**src/rtl/levitation_cmd_pkg.sv**
```systemverilog
// Shared constants, error codes and FSM state encoding for the levitation command parser.
package levitation_cmd_pkg;

    localparam logic [7:0] SOF       = 8'hFF;
    localparam logic [7:0] EOF       = 8'h3C;

    localparam logic [7:0] CMD_LEFT  = 8'h41;
    localparam logic [7:0] CMD_RIGHT = 8'h44;
    localparam logic [7:0] CMD_FWD   = 8'h57;
    localparam logic [7:0] CMD_BACK  = 8'h53;
    localparam logic [7:0] CMD_NOP   = 8'h4E;

    localparam logic [1:0] ERR_EOF     = 2'd0;
    localparam logic [1:0] ERR_TIMEOUT = 2'd1;
    localparam logic [1:0] ERR_CMD     = 2'd2;
    localparam logic [1:0] ERR_CHK     = 2'd3;

    // ST_SUM is only reachable when the checksum byte is part of the frame.
    typedef enum logic [2:0] {
        ST_IDLE,
        ST_HDR,
        ST_CMD,
        ST_PHASE,
        ST_SUM
    } state_e;

    function automatic logic cmd_known(input logic [7:0] c);
        return (c == CMD_LEFT) || (c == CMD_RIGHT) || (c == CMD_FWD) ||
               (c == CMD_BACK) || (c == CMD_NOP);
    endfunction

endpackage

```
**src/rtl/levitation_cmd_timeout.sv**
```systemverilog
// Inter-byte timeout counter: clears on clr_i, counts while en_i, pulses expire_o at TIMEOUT_CYC-1.
module levitation_cmd_timeout #(
    parameter int TIMEOUT_CYC = 250000
) (
    input  logic clk_i,
    input  logic rst_i,
    input  logic clr_i,
    input  logic en_i,
    output logic expire_o
);

    localparam int CW = $clog2(TIMEOUT_CYC + 1);
    localparam logic [CW-1:0] LAST = CW'(TIMEOUT_CYC - 1);

    logic [CW-1:0] cnt_q;
    logic [CW-1:0] cnt_d;

    always_comb begin
        cnt_d = cnt_q;
        if (clr_i) begin
            cnt_d = '0;
        end else if (en_i && (cnt_q != LAST)) begin
            cnt_d = cnt_q + 1'b1;
        end
    end

    always_ff @(posedge clk_i or posedge rst_i) begin
        if (rst_i) begin
            cnt_q <= '0;
        end else begin
            cnt_q <= cnt_d;
        end
    end

    // A clearing byte in the same cycle always beats expiry.
    assign expire_o = en_i & ~clr_i & (cnt_q == LAST);

endmodule

```
**src/rtl/levitation_cmd_parser.sv**
```systemverilog
// UART command-frame parser driving focus position and phase delay of the ultrasonic array.
// Define LEVITATION_CMD_CHECKSUM_EN for 5-byte frames carrying chk = cmd ^ phase.
module levitation_cmd_parser
    import levitation_cmd_pkg::*;
#(
    parameter int TIMEOUT_CYC = 250000,
    parameter int GRID_MAX    = 4,
    parameter int INIT_X      = 2,
    parameter int INIT_Y      = 2
) (
    input  logic       clk_i,
    input  logic       rst_i,
    input  logic [7:0] rx_data_i,
    input  logic       rx_rdy_i,
    output logic [2:0] pos_x_o,
    output logic [2:0] pos_y_o,
    output logic [9:0] delay_o,
    output logic       cmd_valid_o,
    output logic       frame_err_o,
    output logic [1:0] err_code_o,
    output logic       busy_o
);

    localparam logic [2:0] GMAX = 3'(GRID_MAX);

`ifdef LEVITATION_CMD_CHECKSUM_EN
    localparam state_e ST_LAST = ST_SUM;
`else
    localparam state_e ST_LAST = ST_PHASE;
`endif

    state_e     state_q;
    logic       rx_rdy_q;
    logic [7:0] cmd_q;
    logic [7:0] phase_q;
    logic [2:0] pos_x_q;
    logic [2:0] pos_y_q;
    logic [9:0] delay_q;
    logic       cmd_valid_q;
    logic       frame_err_q;
    logic [1:0] err_code_q;
    logic       busy_q;

    logic byte_stb;
    logic expire;
    logic chk_ok;

    assign byte_stb = rx_rdy_i & ~rx_rdy_q;

`ifdef LEVITATION_CMD_CHECKSUM_EN
    logic [7:0] chk_q;
    assign chk_ok = (chk_q == (cmd_q ^ phase_q));
`else
    assign chk_ok = 1'b1;
`endif

    levitation_cmd_timeout #(
        .TIMEOUT_CYC(TIMEOUT_CYC)
    ) u_timeout (
        .clk_i   (clk_i),
        .rst_i   (rst_i),
        .clr_i   (byte_stb | (state_q == ST_IDLE)),
        .en_i    (state_q != ST_IDLE),
        .expire_o(expire)
    );

    function automatic logic [2:0] sat_dec(input logic [2:0] v);
        return (v == 3'd0) ? 3'd0 : v - 3'd1;
    endfunction

    function automatic logic [2:0] sat_inc(input logic [2:0] v);
        return (v >= GMAX) ? GMAX : v + 3'd1;
    endfunction

    always_ff @(posedge clk_i or posedge rst_i) begin
        if (rst_i) begin
            state_q     <= ST_IDLE;
            rx_rdy_q    <= 1'b0;
            cmd_q       <= '0;
            phase_q     <= '0;
`ifdef LEVITATION_CMD_CHECKSUM_EN
            chk_q       <= '0;
`endif
            pos_x_q     <= 3'(INIT_X);
            pos_y_q     <= 3'(INIT_Y);
            delay_q     <= '0;
            cmd_valid_q <= 1'b0;
            frame_err_q <= 1'b0;
            err_code_q  <= ERR_EOF;
            busy_q      <= 1'b0;
        end else begin
            rx_rdy_q    <= rx_rdy_i;
            cmd_valid_q <= 1'b0;
            frame_err_q <= 1'b0;
            if (byte_stb) begin
                case (state_q)
                    ST_IDLE: begin
                        if (rx_data_i == SOF) begin
                            state_q <= ST_HDR;
                            busy_q  <= 1'b1;
                        end
                    end
                    ST_HDR: begin
                        cmd_q   <= rx_data_i;
                        state_q <= ST_CMD;
                    end
                    ST_CMD: begin
                        phase_q <= rx_data_i;
                        state_q <= ST_PHASE;
                    end
`ifdef LEVITATION_CMD_CHECKSUM_EN
                    ST_PHASE: begin
                        chk_q   <= rx_data_i;
                        state_q <= ST_SUM;
                    end
`endif
                    ST_LAST: begin
                        state_q <= ST_IDLE;
                        busy_q  <= 1'b0;
                        // Error priority: framing, then command code, then checksum.
                        if (rx_data_i != EOF) begin
                            frame_err_q <= 1'b1;
                            err_code_q  <= ERR_EOF;
                        end else if (!cmd_known(cmd_q)) begin
                            frame_err_q <= 1'b1;
                            err_code_q  <= ERR_CMD;
                        end else if (!chk_ok) begin
                            frame_err_q <= 1'b1;
                            err_code_q  <= ERR_CHK;
                        end else begin
                            cmd_valid_q <= 1'b1;
                            delay_q     <= {phase_q, 2'b00};
                            case (cmd_q)
                                CMD_LEFT:  pos_x_q <= sat_dec(pos_x_q);
                                CMD_RIGHT: pos_x_q <= sat_inc(pos_x_q);
                                CMD_FWD:   pos_y_q <= sat_dec(pos_y_q);
                                CMD_BACK:  pos_y_q <= sat_inc(pos_y_q);
                                default:   ;
                            endcase
                        end
                    end
                    default: begin
                        state_q <= ST_IDLE;
                        busy_q  <= 1'b0;
                    end
                endcase
            end else if (expire) begin
                state_q     <= ST_IDLE;
                busy_q      <= 1'b0;
                frame_err_q <= 1'b1;
                err_code_q  <= ERR_TIMEOUT;
            end
        end
    end

    assign pos_x_o     = pos_x_q;
    assign pos_y_o     = pos_y_q;
    assign delay_o     = delay_q;
    assign cmd_valid_o = cmd_valid_q;
    assign frame_err_o = frame_err_q;
    assign err_code_o  = err_code_q;
    assign busy_o      = busy_q;

endmodule
```
**config.mk**
```make
export PLATFORM = sky130hd
export DESIGN_NAME = levitation_cmd_parser
export DESIGN_NICKNAME = d
export VERILOG_FILES = /design/src/rtl/levitation_cmd_pkg.sv /design/src/rtl/levitation_cmd_timeout.sv /design/src/rtl/levitation_cmd_parser.sv
export SDC_FILE = /design/constraint.sdc
export NUM_CORES = 1
export LEC_CHECK = 0
export CORE_MARGIN = 2
export CORE_UTILIZATION = 25
export CTS_CLUSTER_SIZE = 16
export DETAILED_ROUTE_END_ITERATION = 8
export HOLD_SLACK_MARGIN = 0.03
export RECOVER_POWER = 50
export SKIP_CTS_REPAIR_TIMING = 1
export SLEW_MARGIN = 20
export SYNTH_ARGS = -nofsm -noshare
export SYNTH_HDL_FRONTEND = slang
export SYNTH_SLANG_ARGS = --single-unit
```
**constraint.sdc**
```tcl
create_clock -name clk_i -period 6.4 [get_ports clk_i]
set_input_delay 0.96 -clock clk_i [delete_from_list [all_inputs] [get_ports clk_i]]
set_output_delay 0.96 -clock clk_i [all_outputs]
set_load 0.03 [all_outputs]
```
# ---- Yosys cells after proc, flatten, opt, wreduce, memory -nomap -nowiden
# Cells that the tools add are included.
# W data, S select, Z words.
dict set report classes {
  n_eq_ne 16
  muxes 30
  n_addsub 5
  reduce_logical 22
  bitwise_logic 7
  order_cmp 2
}
# operator n
set op_table {}
lappend op_table {{$eq A8 B7 Y1 const B} 5}
lappend op_table {{$mux W18} 2}
lappend op_table {{$mux W3} 7}
lappend op_table {{$add A18 B1 Y18 const B} 1}
lappend op_table {{$eq A18 B18 Y1 const B} 1}
lappend op_table {{$ne A18 B18 Y1 const B} 1}
lappend op_table {{$mux W1} 12}
lappend op_table {{$pmux W3 S2} 2}
lappend op_table {{$mux W2} 5}
lappend op_table {{$reduce_and A5 Y1} 2}
lappend op_table {{$logic_not A3 Y1} 3}
lappend op_table {{$pmux W3 S3} 1}
lappend op_table {{$eq A8 B8 Y1 const B} 1}
lappend op_table {{$ne A8 B6 Y1 const B} 1}
lappend op_table {{$reduce_bool A2 Y1} 4}
lappend op_table {{$add A3 B1 Y3 const B} 2}
lappend op_table {{$eq A3 B2 Y1 const B} 2}
lappend op_table {{$ge A3 B3 Y1 const B} 2}
lappend op_table {{$reduce_and A2 Y1} 3}
lappend op_table {{$reduce_and A3 Y1} 2}
lappend op_table {{$sub A3 B1 Y3 const B} 2}
lappend op_table {{$logic_or A1 B1 Y1} 4}
lappend op_table {{$reduce_and A4 Y1} 1}
lappend op_table {{$and A1 B1 Y1} 3}
lappend op_table {{other kinds (11)} 13}
dict set report totals {
  in_bits 11
  register_bits 57
}

# ---- Logic depth before layout (Yosys ltp)
# Gate-level depths: netlist of the first run.
dict set report depth {
  depth_word 9
  mapped_depth 6
}

# ---- Hierarchy
# Synthesis of the first run repeated with hierarchy kept, for this count alone.
dict set report unflattened {
  hier_cells 287
  area_unflattened_um2 3054.2
}
# module n_inst cells_each area_each_um2
set by_module_without_submodules {}
lappend by_module_without_submodules {levitation_cmd_parser 1 171 1981.9}
lappend by_module_without_submodules {levitation_cmd_timeout 1 116 1072.3}

# ---- Least setup slack after synthesis of the first run
# Ideal clock, no wire load.
dict set report synth_timing {
  kind {input -> register}
  from {input rx_data_i[6]}
  to {register delay_q[2], in the netlist delay_o[2]}
  setup_slack_ps 3737
  stages 5
  t_required_ps 6275
  arrival_time_ps 2539
  path_cell_list {or4_1 > or4_1 > buf_2 > o21bai_4 > mux2_2}
}
dict set report synth_between {
  elab_chain_len 3
}
# item line
set synth_rtl {}
lappend synth_rtl {{from (decl)} levitation_cmd_parser.sv:13} ;# input logic [7:0] rx_data_i,
lappend synth_rtl {{$ne A8 B6 Y1} levitation_cmd_parser.sv:121} ;# if (rx_data_i != EOF) begin
lappend synth_rtl {{$not A1 Y1 (no line)} n/a}
lappend synth_rtl {{$reduce_and A4 Y1 (no line)} n/a}
lappend synth_rtl {{to (signal assigned)} levitation_cmd_parser.sv:132} ;# delay_q <= {phase_q, 2'b00};
lappend synth_rtl {{to (decl)} levitation_cmd_parser.sv:38} ;# logic [9:0] delay_q;
# Every way passes these cells.
# A chain may end at the register's enable or synchronous reset.

==> metrics.md, run 1 <==
| Metric | Value |
|---|---|
| Switching Fraction | 28.1% |
| Mux contribution to synthesized area | between 10% and 20% |
| DR vias/cell | approximately 4.7 |
| Root Driver | clkbuf_16 |
| Core ar. | 11,400 um2 |
| Clk pwr share | about 33% |
| Worst-margin pin slew | 3000 ps |
| Area grow syn2layout | 21.6% |
| Iter 0 DRT Violations | 84 |
| Drt drc | 0 |
| Worst hold path class | flop to flop |
| Largest net degree at the start of global routing | 57 |
| Sequential share of the synthesized area | between 40% and 50% |
| Final core utilization | a little under a third |
| Share of cells above drive strength 1 | about 14% |
| Via count | ~2,100 |
| Total CTS buffers | 5 |
| Post-DR wirelength/cell | 13.1 um |
| I/O pin cnt | 32 |
| Post-DRT Antenna Nets | 0 |
| Nets | ~320 |
| Setup TNS | 0 ps |
| Post-Syn Area | roughly 2900 um2 |
| Max H-tree Level | 2 |
| Failing checks | max-capacitance violations, max-slew violations |
| Clock transition at path regs | ~70 ps |
| Chip width | around 110 um |
| Post-Place Cells | ~430 |
| Avg Inst Size Synth | around 11 um2 |
| Pwr Density | between 200 and 300 nW/um2 |
| Fill cells | around 1,200 |
| Switching power total | slightly below 300 uW |
| RSZ-0062 raised after global routing | no |
| Initial antenna violation count | 0 |
| Final Critical Period | about 3900 ps |
| Clk_lat worst skew | ~290 ps |
| Clock Skew | approximately 4.6 ps |
| Flop pwr share | between 40% and 50% |
| Dpl hpwl | approximately 4300 um |
| Grt total ovfl | 0 |
| Startpoint types | primary input |
| First-pass GRT wire length | between 9000 and 10,000 um |
| EDFF count, synth | 0 |
| Synth Area in Adders | under 10% |
| # clock sinks | 56 |
| Initial Utilization | about a quarter |
| Vias in the first global route | ~2,000 |
| Leak Pwr | between 0.001 and 0.0015 uW |
| Post-synthesis cell count | 266 |
| Peak supply drop | between 0.0001 and 0.00015 V |
| Die height | around 110 um |
| Fmax | ~250 MHz |
| Combinational family with the most area after synthesis | simple AND/OR/NAND/NOR gates |
| Critical Path AT | between 3000 and 4000 ps |
| Status | finished with violations |
| Worst setup path class | primary input to async pin |
| Cell variety after synth | 48 |
| Slew headroom | -99.8% |
| Router iterations before antenna repair | 4 |
| Post-synthesis register bit count | 56 |
| Fin crit share | roughly three fifths |
| CP Cell Sequence | dlygate4sd3_1 -> clkinv_1 -> clkbuf_1 |
| Synth warn | 0 |
| Clock tree buffer depth | 2 |
| Slowest stage cell, crit path | clkbuf_1 |
| Max-cap viol count | 1 |
| Total Routing Usage GR | under 10% |
| Drt total wl | between 5000 and 6000 um |
| CP Data Required Time | slightly above 6000 ps |
| Final Non-Filler Cells | 440 |
| Post-Synth Simple-Gate Area | ~17% |
| Slowest Stage Delay on Critical Path | roughly 2100 ps |
| Die area | about 12,000 um2 |
| Cell internal pwr | roughly 760 uW |
| Crit path max fanout | 56 |
| Rows | 39 |
| Power share of the combinational group | 21.1% |
| CTS tree | done |
| Final setup fails | 0 |
| GP Congestion | approximately 0.76 |
| Critical Path End Type | async pin |
| Synth Area in XOR/XNOR | 3.33% |
| Port-buffer cells | 29 |
| Compound-cell area share of the yosys netlist | 8.44% |
| Final Hold Fails | 0 |
| Ys flop type | dfrtp_1 |
| Final Max Slew Viols | 57 |
| Ys async rst share | between 90% and 100% |
[metrics by stage]
stage / hold WS, ps / instance area, um2 / power [uW] / setup slack [ps]
after detailed placement: 493 / 3330 / 718 / 3090
after CTS: 510 / 3520 / 1070 / 3390
after global routing: 518 / 3510 / 1120 / 1780
final: 507 / 3520 / 1050 / 2460
after global placement: 482 / 3330 / 713 / 3120
after floorplan: 471 / 2900 / 650 / 3740
[final timing paths]
check	slack, ps	endpoint	depth (start not counted)	startpoint
max	2460	frame_err_o	3	rst_i
min	510	delay_o[7]	1	phase_q[5]
max reg2reg	4150	delay_o[4]	4	cmd_q[5]
min reg2reg	510	delay_o[7]	1	phase_q[5]
max in group clk_i	3400	delay_o[4]	5	rx_data_i[0]
min in group asynchronous	2250	u_timeout.cnt_q[8]	3	rst_i
[final cells by class]
type | instances | area, um2 | share of cell area, %
clock buffer | 6 | 129 | 3.67
sequential | 56 | 1400 | 39.9
antenna | 1 | 2.50 | 0.0712
timing repair buffer | 30 | 294 | 8.36
inverter | 13 | 48.8 | 1.39
clock inverter | 2 | 60.1 | 1.71
tap | 143 | 179 | 5.09
multi-input combinational | 189 | 1400 | 39.8
[synthesized netlist by cell type, types with 4 or more instances]
cell	instances	share of area [%]
mux2i_1	7	2.4
clkbuf_1	5	0.65
nor4_1	4	0.87
nand4_1	6	1.3
nand3_1	11	1.9
dfrtp_1	54	47
nor3_1	11	1.9
nor2_1	21	2.7
xor2_1	10	3.0
o211ai_1	4	1.0
inv_1	13	1.7
o21ai_0	10	1.7
ha_1	15	6.5
mux2_2	26	10
or3_1	4	0.87
and4_1	4	1.2
a21oi_1	9	1.6
nand2_1	13	1.7
[power groups by stage]
stage               logic [uW]  registers, uW  clock network [uW]
floorplan                  172            477                   0
global placement           224            489                   0
detailed placement         226            491                   0
CTS                        227            484                 355
global route               254            494                 373
finish                     222            483                 344
[metal layers]
layer	wire, um	track usage [%]	share of wire, %
met2	2920	16.9	51
met5	0	0	0
met3	197	1.85	3.4
met1	2590	12.6	45
met4	69	2.72	1.2
[flip-flops by register name (all words and copies together) (netlist names)]
signal           flops
u_timeout.cnt_q     18
err_code_o           2
state_q              2
frame_err_o          1
pos_x_o              3
rx_rdy_q             1
pos_y_o              3
phase_q              8
cmd_valid_o          1
cmd_q                8
busy_o               1
delay_o              8
[worst max-delay path, delay by kind of cell]
| kind | cells | cell delay [ps] |
|---|---|---|
| buffers and inverters | 3 | 2700 |
[kinds of logic (layout without fill, tap and decap cells)]
kind of cell,count (synthesis),in the layout
other cells,1,3
xor+xnor,11,11
buf+inv,22,51
simple gates,92,92
fa+ha+maj,15,15
flops,56,56
mux,33,33
compound gates,36,36
[cell usage in the layout, fill, tap and decap left out, drive strengths merged, types with 2 or more instances in the layout]
| cell type | synthesis | layout |
|---|---|---|
| nor2b | 2 | 2 |
| or3b | 2 | 2 |
| conb | 1 | 2 |
| and3 | 2 | 2 |
| and4 | 4 | 4 |
| mux2i | 7 | 7 |
| bufinv | 0 | 2 |
| nor4 | 4 | 4 |
| nor3 | 11 | 11 |
| dlygate4sd3 | 0 | 2 |
| or3 | 4 | 4 |
| o211ai | 4 | 4 |
| dfrtp | 54 | 54 |
| or4 | 2 | 2 |
| nand2 | 13 | 13 |
| nand4 | 6 | 6 |
| clkbuf | 5 | 7 |
| a31o | 2 | 2 |
| nand4b | 2 | 2 |
| xor2 | 10 | 10 |
| ha | 15 | 15 |
| inv | 13 | 12 |
| mux2 | 26 | 26 |
| a21oi | 9 | 9 |
| clkdlybuf4s50 | 0 | 27 |
| o21a | 2 | 2 |
| o21ai | 10 | 10 |
| nor2 | 21 | 21 |
| nand3 | 11 | 11 |
| dfstp | 2 | 2 |
Power figures use the tool's default switching activity.
==> run 2: changes to the inputs <==
clock period = 3.82 ns   (was 6.4 ns; I/O delays follow)
==> run 2 against run 1 <==
The run now ends clean. Cell count fell by 0.23%. Critical endpoint is now u_timeout.cnt_q[17]. Flip-flop and latch count did not move. Critical path depth stayed put. Core utilization is 0.34 points lower. Via count about the same. Die area did not move. Sequential power up 67%. First-iteration DRC count rose by 15%. Count of clock-buffer cells in the layout did not move. Clock skew up 2.5 ps. Largest power group unchanged. Largest cell class unchanged.
==> metrics.md, run 2 (synthesized netlist as in run 1, its figures left out) <==
| Metric | Value |
|---|---|
| Status | complete, no violations |
| Worst setup path class | primary input to async pin |
| Clock Skew | just over 7 ps |
| Worst R2R Path Depth | 4 |
| Max reg flops | 18 |
| Crit path from | rst_i |
| Largest Register | u_timeout.cnt_q |
| GP Congestion | 0.761 |
| Vias in the first global route | around 2,100 |
| Crit path max fanout | 38 |
| Post-DR wirelength/cell | around 13 um |
| I/O pin cnt | 32 |
| Final Critical Period | about 2700 ps |
| Clock transition at path regs | about 70 ps |
| Worst hold path class | flop to flop |
| Slowest Stage Delay on Critical Path | 1020 ps |
| Commonest non-fill, non-tap cell in the layout | dfrtp_1 |
| Most frequent cells in the layout | dfrtp_1 (54), clkdlybuf4s50_1 (27), mux2_2 (26) |
| Drt total wl | just under 6000 um |
| Iter 0 DRT Violations | just under 100 |
| Core ar. | approximately 11,000 um2 |
| Worst Hold Launch | phase_q[1] |
| Startpoint types | primary input |
| Largest net degree at the start of global routing | 39 |
| Chip width | between 100 and 150 um |
| Critical Path AT | ~3000 ps |
| Area grow syn2layout | 20.3% |
| Initial antenna violation count | 0 |
| Pwr Density | roughly 470 nW/um2 |
| Multi-input gate area | between 1000 and 1500 um2 |
| Leak Pwr | ~0.0015 uW |
| Total CTS buffers | 5 |
| Fill cells | approximately 1,200 |
| Via count | between 2,000 and 2,500 |
| Clock tree buffer depth | 2 |
| Post-DRT Antenna Nets | 0 |
| CP Cell Sequence | dlygate4sd3_1 -> inv_1 -> clkbuf_1 |
| Worst-margin pin slew | 1420 ps |
| Fmax | around 370 MHz |
| Final Max Slew Viols | 0 |
| Max H-tree Level | 2 |
| Clk_lat worst skew | 290 ps |
| Worst path bufs/invs | 3 |
| Peak supply drop | a little under 0.0003 V |
| Total power | about 1700 uW |
| Initial Utilization | between 20% and 30% |
| Max-cap viol count | 0 |
| DR vias/cell | 4.74 |
| Fin crit share | 70.5% |
| Rows | 39 |
| Total Routing Usage GR | under 10% |
| R2r setup slk | roughly 1600 ps |
| Slew headroom | about 5.0% |
| Hold Worst Slack | between 500 and 600 ps |
| WHS Path Cells | 1 |
| Grt total ovfl | 0 |
| RSZ-0062 raised after global routing | no |
| Ant. Diodes | 0 |
| CTS tree | done |
| First-pass GRT wire length | 10,200 um |
| Router iterations before antenna repair | 4 |
| Seq. cell area | between 1000 and 1500 um2 |
| Final core utilization | 30.6% |
| Critical Path End Type | async pin |
| Delay-heaviest family, CP | buffers and inverters |
| Drt drc | 0 |
| Final Hold Fails | 0 |
| Port-buffer cells | 29 |
| Nets | roughly 320 |
| # clock sinks | 56 |
| Dpl hpwl | 4350 um |
| Root Driver | clkbuf_16 |
| Die height | approximately 110 um |
| Share of cells above drive strength 1 | around 15% |
| Final setup fails | 0 |
| FF-to-FF End | delay_o[2] |
| Slowest stage cell, crit path | inv_1 |
| Hold Path Sink | delay_o[3] |
| CP Data Required Time | a little over 4000 ps |
| R2R Path Start | cmd_q[5] |
| Setup TNS | 0 ps |
| Die area | 12,400 um2 |
-- run 2: worst max-delay path by stage --
stage,endpoint,slack (ps),cells after the start
finish,u_timeout.cnt_q[17],1130,3
global route,u_timeout.cnt_q[2],620,3
CTS,delay_o[5],1200,5
detailed placement,delay_o[8],900,5
global placement,delay_o[9],930,5
floorplan,delay_o[2],1540,5
-- run 2: report_power, final --
group | switching [uW] | leakage (uW) | internal [uW] | total (uW)
combinational | 194 | 0.000669 | 180 | 374
sequential | 98.5 | 0.000715 | 709 | 808
clock | 207 | 0.0000772 | 262 | 469
total | 500 | 0.00146 | 1150 | 1650
-- run 2: per-stage QoR --
step / setup slack, ps / area [um2] / cells
6_report: 1130 / 3480 / 439
3_5_place_dp: 899 / 3330 / 431
5_1_grt: 620 / 3480 / 439
3_3_place_gp: 928 / 3330 / 431
2_1_floorplan: 1540 / 2900 / 267
4_1_cts: 1200 / 3480 / 439
-- run 2: final cells by class --
type | count | area share [%]
Clock buffer | 6 | 3.99
Clock inverter | 2 | 0.396
Inverter | 13 | 1.40
Multi-Input combinational cell | 189 | 40.2
Sequential cell | 56 | 40.4
Tap cell | 143 | 5.15
Timing Repair Buffer | 30 | 8.46
-- run 2: metal layers --
layer | vias to the layer above | wire length (um) | global-route usage (%)
met5 | - | 0 | 0
met4 | 0 | 25 | 2.47
met3 | 2 | 175 | 1.91
met2 | 33 | 2940 | 16.7
met1 | 1034 | 2750 | 13.0
li1 | 1012 | - | -
